[src/rtl/approx_mul_ha_accum_if.sv]
// Bundle between the approximate multiplier's HA array and its accumulate stage.
// Upstream drives the row set and result-ready signal. The accumulate stage
// drives in_ready and the result signals.
interface approx_mul_ha_accum_if #(
  parameter int OUT_W = 16,
  parameter int ACC_W = 24
);
  logic             in_valid;
  logic             in_ready;
  logic [6:0]       ha_array_0_b;
  logic [6:0]       ha_array_1_b;
  logic [6:0]       ha_array_2_b;
  logic [6:0]       ha_array_3_b;
  logic [8:0]       ha_array_0_t;
  logic [8:0]       ha_array_1_t;
  logic [8:0]       ha_array_2_t;
  logic [8:0]       ha_array_3_t;
  logic             in_acc;
  logic             in_clr;
  logic             out_valid;
  logic             out_ready;
  logic [OUT_W-1:0] out_prod;
  logic [ACC_W-1:0] out_acc;
  logic             out_acc_sat;

  modport master (
    output in_valid, ha_array_0_b, ha_array_1_b, ha_array_2_b, ha_array_3_b,
           ha_array_0_t, ha_array_1_t, ha_array_2_t, ha_array_3_t,
           in_acc, in_clr, out_ready,
    input  in_ready, out_valid, out_prod, out_acc, out_acc_sat
  );

  modport slave (
    input  in_valid, ha_array_0_b, ha_array_1_b, ha_array_2_b, ha_array_3_b,
           ha_array_0_t, ha_array_1_t, ha_array_2_t, ha_array_3_t,
           in_acc, in_clr, out_ready,
    output in_ready, out_valid, out_prod, out_acc, out_acc_sat
  );
endinterface

[src/rtl/approx_mul_ha_accum.sv]
// Final sum stage of the 8x8 approximate multiplier.
// The four HA rows are folded in two pipeline stages into the product, and the
// product can optionally be added into a saturating accumulator. The stages
// use a valid/ready handshake with no skid buffer.
module approx_mul_ha_accum #(
  parameter int OUT_W = 16,
  parameter int ACC_W = 24
) (
  input logic                  clk,
  input logic                  rst_n,
  approx_mul_ha_accum_if.slave bus
);
  // Partial sums can reach 5095 (1019 + 4*1019), so they need 13 bits.
  localparam int SUM_W  = 13;
  localparam int WIDE_W = (OUT_W > SUM_W + 4) ? OUT_W : SUM_W + 4;

  typedef struct packed {
    logic [SUM_W-1:0] lo;
    logic [SUM_W-1:0] hi;
    logic             acc;
    logic             clr;
  } s1_t;

  logic [9:0]       row0, row1, row2, row3;
  s1_t              s1_d, s1_q;
  logic             s1_valid_d, s1_valid_q;
  logic             out_valid_d, out_valid_q;
  logic [OUT_W-1:0] prod_w, prod_d, prod_q;
  logic [ACC_W-1:0] acc_base, acc_d, acc_q;
  logic [ACC_W:0]   acc_sum;
  logic             sat_d, sat_q;
  logic             clamp;
  logic             s2_adv, s1_adv, in_ready, accept;

  // Weight each row, then pair rows 0/1 and rows 2/3 into the stage-1 payload.
  always_comb begin
    row0     = 10'(bus.ha_array_0_t) + {1'b0, bus.ha_array_0_b, 2'b00};
    row1     = 10'(bus.ha_array_1_t) + {1'b0, bus.ha_array_1_b, 2'b00};
    row2     = 10'(bus.ha_array_2_t) + {1'b0, bus.ha_array_2_b, 2'b00};
    row3     = 10'(bus.ha_array_3_t) + {1'b0, bus.ha_array_3_b, 2'b00};
    s1_d.lo  = 13'(row0) + {1'b0, row1, 2'b00};
    s1_d.hi  = 13'(row2) + {1'b0, row3, 2'b00};
    s1_d.acc = bus.in_acc;
    s1_d.clr = bus.in_clr;
  end

  // Stage 2 drains whenever it is empty or being consumed. Stage 1 follows it.
  assign s2_adv   = !out_valid_q || bus.out_ready;
  assign s1_adv   = s1_valid_q && s2_adv;
  assign in_ready = !s1_valid_q || s1_adv;
  assign accept   = bus.in_valid && in_ready;

  // Next-state logic for the valids, the product and the saturating accumulator.
  always_comb begin
    // NOTE: every variable of this block gets a default first so that no path can infer a latch.
    s1_valid_d  = s1_valid_q;
    out_valid_d = out_valid_q;
    prod_d      = prod_q;
    acc_d       = acc_q;
    sat_d       = sat_q;
    clamp       = 1'b0;
    prod_w      = OUT_W'(WIDE_W'(s1_q.lo) + (WIDE_W'(s1_q.hi) << 4));
    acc_base    = s1_q.clr ? '0 : acc_q;
    acc_sum     = {1'b0, acc_base} + {{(ACC_W + 1 - OUT_W){1'b0}}, prod_w};

    if (accept) begin
      s1_valid_d = 1'b1;
    end else if (s1_adv) begin
      s1_valid_d = 1'b0;
    end

    if (s2_adv) begin
      out_valid_d = s1_valid_q;
    end

    if (s1_adv) begin
      prod_d = prod_w;
      if (s1_q.acc) begin
        clamp = acc_sum[ACC_W];
        acc_d = clamp ? '1 : acc_sum[ACC_W-1:0];
      end else begin
        acc_d = acc_base;
      end
      // A clear drops the sticky flag before this load can set it again.
      sat_d = (s1_q.clr ? 1'b0 : sat_q) | clamp;
    end
  end

  // Control and result registers. A reset discards anything in flight at once.
  always_ff @(posedge clk or negedge rst_n) begin
    // NOTE: state registers use non-blocking assignments so that every flop samples pre-edge values.
    if (!rst_n) begin
      s1_valid_q  <= 1'b0;
      out_valid_q <= 1'b0;
      prod_q      <= '0;
      acc_q       <= '0;
      sat_q       <= 1'b0;
    end else begin
      s1_valid_q  <= s1_valid_d;
      out_valid_q <= out_valid_d;
      prod_q      <= prod_d;
      acc_q       <= acc_d;
      sat_q       <= sat_d;
    end
  end

  // Stage-1 payload register. It loads only on an accepted row set.
  always_ff @(posedge clk) begin
    // NOTE: this payload has no reset. s1_valid_q qualifies it, so stale contents are never used.
    if (accept) begin
      s1_q <= s1_d;
    end
  end

  assign bus.in_ready    = in_ready;
  assign bus.out_valid   = out_valid_q;
  assign bus.out_prod    = prod_q;
  assign bus.out_acc     = acc_q;
  assign bus.out_acc_sat = sat_q;
endmodule
[src/flat_wrapper.sv]
// flat-port wrapper written by rule: the top's interface ports become plain ports
module approx_mul_ha_accum_flat 
#(
  parameter int OUT_W = 16,
  parameter int ACC_W = 24
)
  (clk, rst_n, bus_in_valid, bus_ha_array_0_b, bus_ha_array_1_b, bus_ha_array_2_b, bus_ha_array_3_b, bus_ha_array_0_t, bus_ha_array_1_t, bus_ha_array_2_t, bus_ha_array_3_t, bus_in_acc, bus_in_clr, bus_out_ready, bus_in_ready, bus_out_valid, bus_out_prod, bus_out_acc, bus_out_acc_sat);
  approx_mul_ha_accum_if #(.OUT_W(OUT_W), .ACC_W(ACC_W)) bus_i ();
  input logic clk;
  input logic rst_n;
  input wire logic [$bits(bus_i.in_valid)-1:0] bus_in_valid;
  input wire logic [$bits(bus_i.ha_array_0_b)-1:0] bus_ha_array_0_b;
  input wire logic [$bits(bus_i.ha_array_1_b)-1:0] bus_ha_array_1_b;
  input wire logic [$bits(bus_i.ha_array_2_b)-1:0] bus_ha_array_2_b;
  input wire logic [$bits(bus_i.ha_array_3_b)-1:0] bus_ha_array_3_b;
  input wire logic [$bits(bus_i.ha_array_0_t)-1:0] bus_ha_array_0_t;
  input wire logic [$bits(bus_i.ha_array_1_t)-1:0] bus_ha_array_1_t;
  input wire logic [$bits(bus_i.ha_array_2_t)-1:0] bus_ha_array_2_t;
  input wire logic [$bits(bus_i.ha_array_3_t)-1:0] bus_ha_array_3_t;
  input wire logic [$bits(bus_i.in_acc)-1:0] bus_in_acc;
  input wire logic [$bits(bus_i.in_clr)-1:0] bus_in_clr;
  input wire logic [$bits(bus_i.out_ready)-1:0] bus_out_ready;
  output wire logic [$bits(bus_i.in_ready)-1:0] bus_in_ready;
  output wire logic [$bits(bus_i.out_valid)-1:0] bus_out_valid;
  output wire logic [$bits(bus_i.out_prod)-1:0] bus_out_prod;
  output wire logic [$bits(bus_i.out_acc)-1:0] bus_out_acc;
  output wire logic [$bits(bus_i.out_acc_sat)-1:0] bus_out_acc_sat;
  assign bus_i.in_valid = bus_in_valid;
  assign bus_i.ha_array_0_b = bus_ha_array_0_b;
  assign bus_i.ha_array_1_b = bus_ha_array_1_b;
  assign bus_i.ha_array_2_b = bus_ha_array_2_b;
  assign bus_i.ha_array_3_b = bus_ha_array_3_b;
  assign bus_i.ha_array_0_t = bus_ha_array_0_t;
  assign bus_i.ha_array_1_t = bus_ha_array_1_t;
  assign bus_i.ha_array_2_t = bus_ha_array_2_t;
  assign bus_i.ha_array_3_t = bus_ha_array_3_t;
  assign bus_i.in_acc = bus_in_acc;
  assign bus_i.in_clr = bus_in_clr;
  assign bus_i.out_ready = bus_out_ready;
  assign bus_in_ready = bus_i.in_ready;
  assign bus_out_valid = bus_i.out_valid;
  assign bus_out_prod = bus_i.out_prod;
  assign bus_out_acc = bus_i.out_acc;
  assign bus_out_acc_sat = bus_i.out_acc_sat;
  approx_mul_ha_accum #(.OUT_W(OUT_W), .ACC_W(ACC_W)) u_core (.clk(clk), .rst_n(rst_n), .bus(bus_i));
endmodule
[config.mk]
export PLATFORM = sky130hd
export DESIGN_NAME = approx_mul_ha_accum_flat
export DESIGN_NICKNAME = d
export VERILOG_FILES = /design/src/rtl/approx_mul_ha_accum_if.sv /design/src/rtl/approx_mul_ha_accum.sv /design/src/flat_wrapper.sv
export SDC_FILE = /design/constraint.sdc
export NUM_CORES = 1
export LEC_CHECK = 0
export CORE_ASPECT_RATIO = 0.6
export CORE_UTILIZATION = 50
export CTS_CLUSTER_SIZE = 14
export DETAILED_ROUTE_END_ITERATION = 10
export PLACE_DENSITY_LB_ADDON = 0.1
export REMOVE_ABC_BUFFERS = 1
export SYNTH_ARGS = -nofsm -noshare
export SYNTH_HDL_FRONTEND = slang
export SYNTH_SLANG_ARGS = --single-unit
export TNS_END_PERCENT = 5
[constraint.sdc]
create_clock -name clk -period 4.9 [get_ports clk]
set_input_delay 0.98 -clock clk [delete_from_list [all_inputs] [get_ports clk]]
set_output_delay 0.98 -clock clk [all_outputs]
set_load 0.005 [all_outputs]
==> out/metrics.json <==
{
  "outcome": "finished with violations",
  "violations": "design-rule violations",
  "worstMarginPinSlew_ns": 1.08,
  "timing.critical_path.buf_inv": 3,
  "cts_resized": 0,
  "number_of_search_and_repair_iterations_in_the_first_detailed_routing_pass": 8,
  "global_routing_usage_summed_across_all_routing_layers_pct": 24.0,
  "worstSetupEndpointType": "flip-flop",
  "max_clock_freq_ghz": 0.239,
  "initial_utilization_pct": 52.3,
  "fin_skew_ns": 0.00714,
  "timing.final.max_slew_violations": 0,
  "clock_sinks": 70,
  "final_net_count": 860,
  "cts_h_tree_lvls": 3,
  "finalWirelength_um": 13300,
  "hpwl_um": 10300,
  "via_count_of_the_first_global_routing_pass": 4639,
  "path_max_fanout": 3,
  "syn-cell-area_sq_um": 5630,
  "placed_area_sq_um": 6880,
  "tritoncts.num_buffers": 9,
  "worst_skew_pair.late_latency_ns": 0.34,
  "reg2reg_path_depth": 17,
  "yosysUniqueCellTypes": 61,
  "crit_path_cell_trace": "clkdlybuf4s50_1 > ha_1 > fa_1 > inv_1 > fa_1 > inv_1 > ha_1 > nor2b_1 > o21ai_0 > a21boi_0 > o21ai_0 > a21boi_0 > o21ai_0 > xor2_1",
  "timing.critical_path.mode_cell": "o21ai_0",
  "drc": 6,
  "hold_path_class": "reg -> reg",
  "critical_path.slowest_cell": "fa_1",
  "final_period_minus_worst_setup_slack_ns": 4.19,
  "crit_arrival_ns": 4.26,
  "vdd_drop_max_mv": 0.309,
  "timing.critical_path.max_delay_family": "adder cells",
  "worst_slew_margin_rel_pct": 28.1,
  "placement.io_buffers": 112,
  "synth-edff-count": 27,
  "timing.final.crit_share_pct": 85.5,
  "routed_wire_length_per_instance_um": 15.4,
  "netlist.area_leader.share_pct": 19.1,
  "worstSetupStartpoint": "bus_ha_array_3_t[2]",
  "cts_tree": "yes",
  "path_class": "in -> reg",
  "clk_transition_reported_paths_ns": 0.06,
  "crit_end": "u_core.s1_q[13]$_DFFE_PP_",
  "grt_start_max_net_pins": 44,
  "ranking_of_synthesized_cells_by_area": "dfrtp_1 (19%), edfxtp_1 (14%), ha_1 (12%)",
  "warning_count_from_the_yosys_run": 0,
  "ant_nets_after_route": 0,
  "critical_path.reg2reg.startpoint": "u_core.s1_q[2]$_DFFE_PP_",
  "design_area_sq_um": 7220,
  "setup.worst_path.start_class": "primary input",
  "postSynthCellCount": 605,
  "drive_above_1_share_pct": 5.68,
  "core.rowCount": 29,
  "netlist.top_cell.by_area": "dfrtp_1",
  "coreArea_sq_um": 10800,
  "timing.final.setup_violations": 0,
  "fill_cells": 847,
  "synth_async_sr_flop_share_pct": 61.4,
  "num_vias": 4652,
  "tns_ns": 0,
  "post_detailed_route_via_to_cell_ratio": 5.40,
  "cts_max_path_buffers": 2,
  "postSynthRegisterBits": 70,
  "crit_path_max_incr_delay_ns": 0.48,
  "initial_antenna_violation_count": 0,
  "dieWidth_um": 139,
  "rsz0062_at_grt": "no",
  "postCtsHoldBufs": 0,
  "first_pass_grt_wire_length_um": 22100,
  "postSynth.topFlopCell": "dfrtp_1",
  "die_height_um": 84.2,
  "total_leakage_power_uw": 0.00329,
  "global_route_total_overflow": 0,
  "path_depth": 14,
  "ios": 113,
  "final_hold_vio_count": 0,
  "cts_root_buffer": "clkbuf_16",
  "critical_path_required_ns": 4.97,
  "initialDrtViolationCount": 277,
  "seq_area_frac_synth_pct": 33.5,
  "worst_r2r_endpoint": "u_core.bus.out_acc[14]$_DFFE_PN0P_",
  "gp_congestion": 0.869,
  "hp-start": "u_core.bus.out_prod[0]$_DFFE_PN0P_",
  "power.density_nw_per_um2": 517,
  "areaGrowthSynthToFinish_pct": 28.1,
  "rrSetupSlack_ns": 0.75,
  "drv.max_cap_violation_count": 0,
  "die_area_sq_um": 11700,
  "diode_insertion_count_for_antenna_repair": 0,
  "post_cts_buffers": 0,
  "syn_avg_cell_area_sq_um": 9.31
}
flip-flops by register name (all words and copies together), names as in the netlist:
name and cells:
u_core.bus.out_acc 24, u_core.bus.out_acc_sat 1, u_core.bus.out_prod 16, u_core.bus.out_valid 1, u_core.s1_q 27, u_core.s1_valid_q 1
worst min-delay path by stage:
stage                                         endpoint  slack, ns  cells after the start
floorplan           u_core.bus.out_prod[0]$_DFFE_PN0P_       0.45                      2
finish              u_core.bus.out_prod[0]$_DFFE_PN0P_       0.47                      2
global route        u_core.bus.out_prod[7]$_DFFE_PN0P_       0.49                      2
global placement    u_core.bus.out_prod[0]$_DFFE_PN0P_       0.46                      2
CTS                 u_core.bus.out_prod[0]$_DFFE_PN0P_       0.48                      2
detailed placement  u_core.bus.out_prod[0]$_DFFE_PN0P_       0.46                      2
worst reg2reg max path: stages, from the launching register on:
cell      delay [ns]
edfxtp_1        0.39
ha_1            0.23
inv_1           0.07
fa_1            0.22
nor2b_1         0.07
o21a_1          0.18
o21ai_1         0.30
a21boi_0        0.20
nor3_1          0.28
nor2_1          0.08
ha_1            0.41
o21ai_0         0.13
nor2_1          0.16
a41o_1          0.26
nor4b_4         0.30
o21a_4          0.32
nand3_2         0.27
o211ai_1        0.19
per-stage QoR:
stage | util (%) | total power [uW] | setup WS (ns) | hold slack (ns) | cells
after global placement | 63.8 | 2880 | 0.544 | 0.458 | 845
after CTS | 67.0 | 3730 | 0.736 | 0.478 | 861
final | 67.0 | 3730 | 0.710 | 0.472 | 861
after global routing | 67.0 | 4010 | 0.477 | 0.495 | 861
after floorplan | - | 2310 | 1.06 | 0.448 | 590
after detailed placement | 63.8 | 2970 | 0.373 | 0.462 | 845
kinds of logic after synthesis:
| logic type | after synthesis | synth area share, % |
|---|---|---|
| buffers and inverters | 94 | 6.64 |
| AOI/OAI and AO/OA | 126 | 15.4 |
| DFF | 70 | 33.5 |
| muxes | 10 | 1.87 |
| xor gates and xnor gates | 41 | 6.38 |
| adders and majority gates | 73 | 18.9 |
| and+or+nand+nor | 191 | 17.3 |
layout by cell type (no fill, tap or decap), types with 10 or more instances in the layout:
cell and count:
clkdlybuf4s50_1 111, inv_1 79, nand2_1 65, ha_1 53
dfrtp_1 43, nor2_1 39, a21oi_1 29, nor2b_1 28
edfxtp_1 27, xnor2_1 26, fa_1 20, o21ai_0 17
xor2_1 15, nor3_1 14, o21ai_1 14, a21o_1 13
nand2b_1 11, clkbuf_16 10
synth_stat cells, types with 3 or more instances:
| master | count |
|---|---|
| o211ai_1 | 8 |
| and3_1 | 3 |
| dfrtp_1 | 43 |
| nor2b_1 | 28 |
| nand2b_1 | 11 |
| buf_2 | 5 |
| o21ai_1 | 14 |
| nor3_1 | 14 |
| mux2_2 | 4 |
| nor4_1 | 3 |
| o21a_1 | 7 |
| xor2_1 | 15 |
| o21bai_1 | 4 |
| inv_1 | 79 |
| mux2i_1 | 6 |
| xnor2_1 | 26 |
| a211oi_1 | 3 |
| edfxtp_1 | 27 |
| nand3_1 | 8 |
| fa_1 | 20 |
| clkbuf_1 | 7 |
| nor2_1 | 39 |
| a21oi_1 | 29 |
| and2_1 | 3 |
| a21boi_0 | 5 |
| o21ai_0 | 17 |
| nand2_1 | 65 |
| ha_1 | 53 |
| a21o_1 | 13 |
report_power, final:
group	internal, uW	switching (uW)	total (uW)	leakage (uW)
clock network	479	266	745	0.000168
logic	972	1080	2050	0.00232
registers	814	119	934	0.000798
total	2270	1460	3730	0.00329
final cells by class:
type                    instances  area (sq um)  area share [%]
multi-input cells             441          3370            46.7
flip-flops and latches         70          1890            26.1
repair buffers                116          1150            15.9
inverters                      79           297            4.11
clock buffers                  10           250            3.47
well taps                     139           174            2.41
clock inverters                 6          91.3            1.27
routing by layer:
layer / routed length [um] / share of wire, % / GRT usage (%)
met5: 0 / 0 / 0
met1: 6430 / 48 / 32.5
met2: 5870 / 44 / 38.0
met3: 819 / 6.2 / 6.10
met4: 161 / 1.2 / 7.27
(Power assumes the default switching activity.)
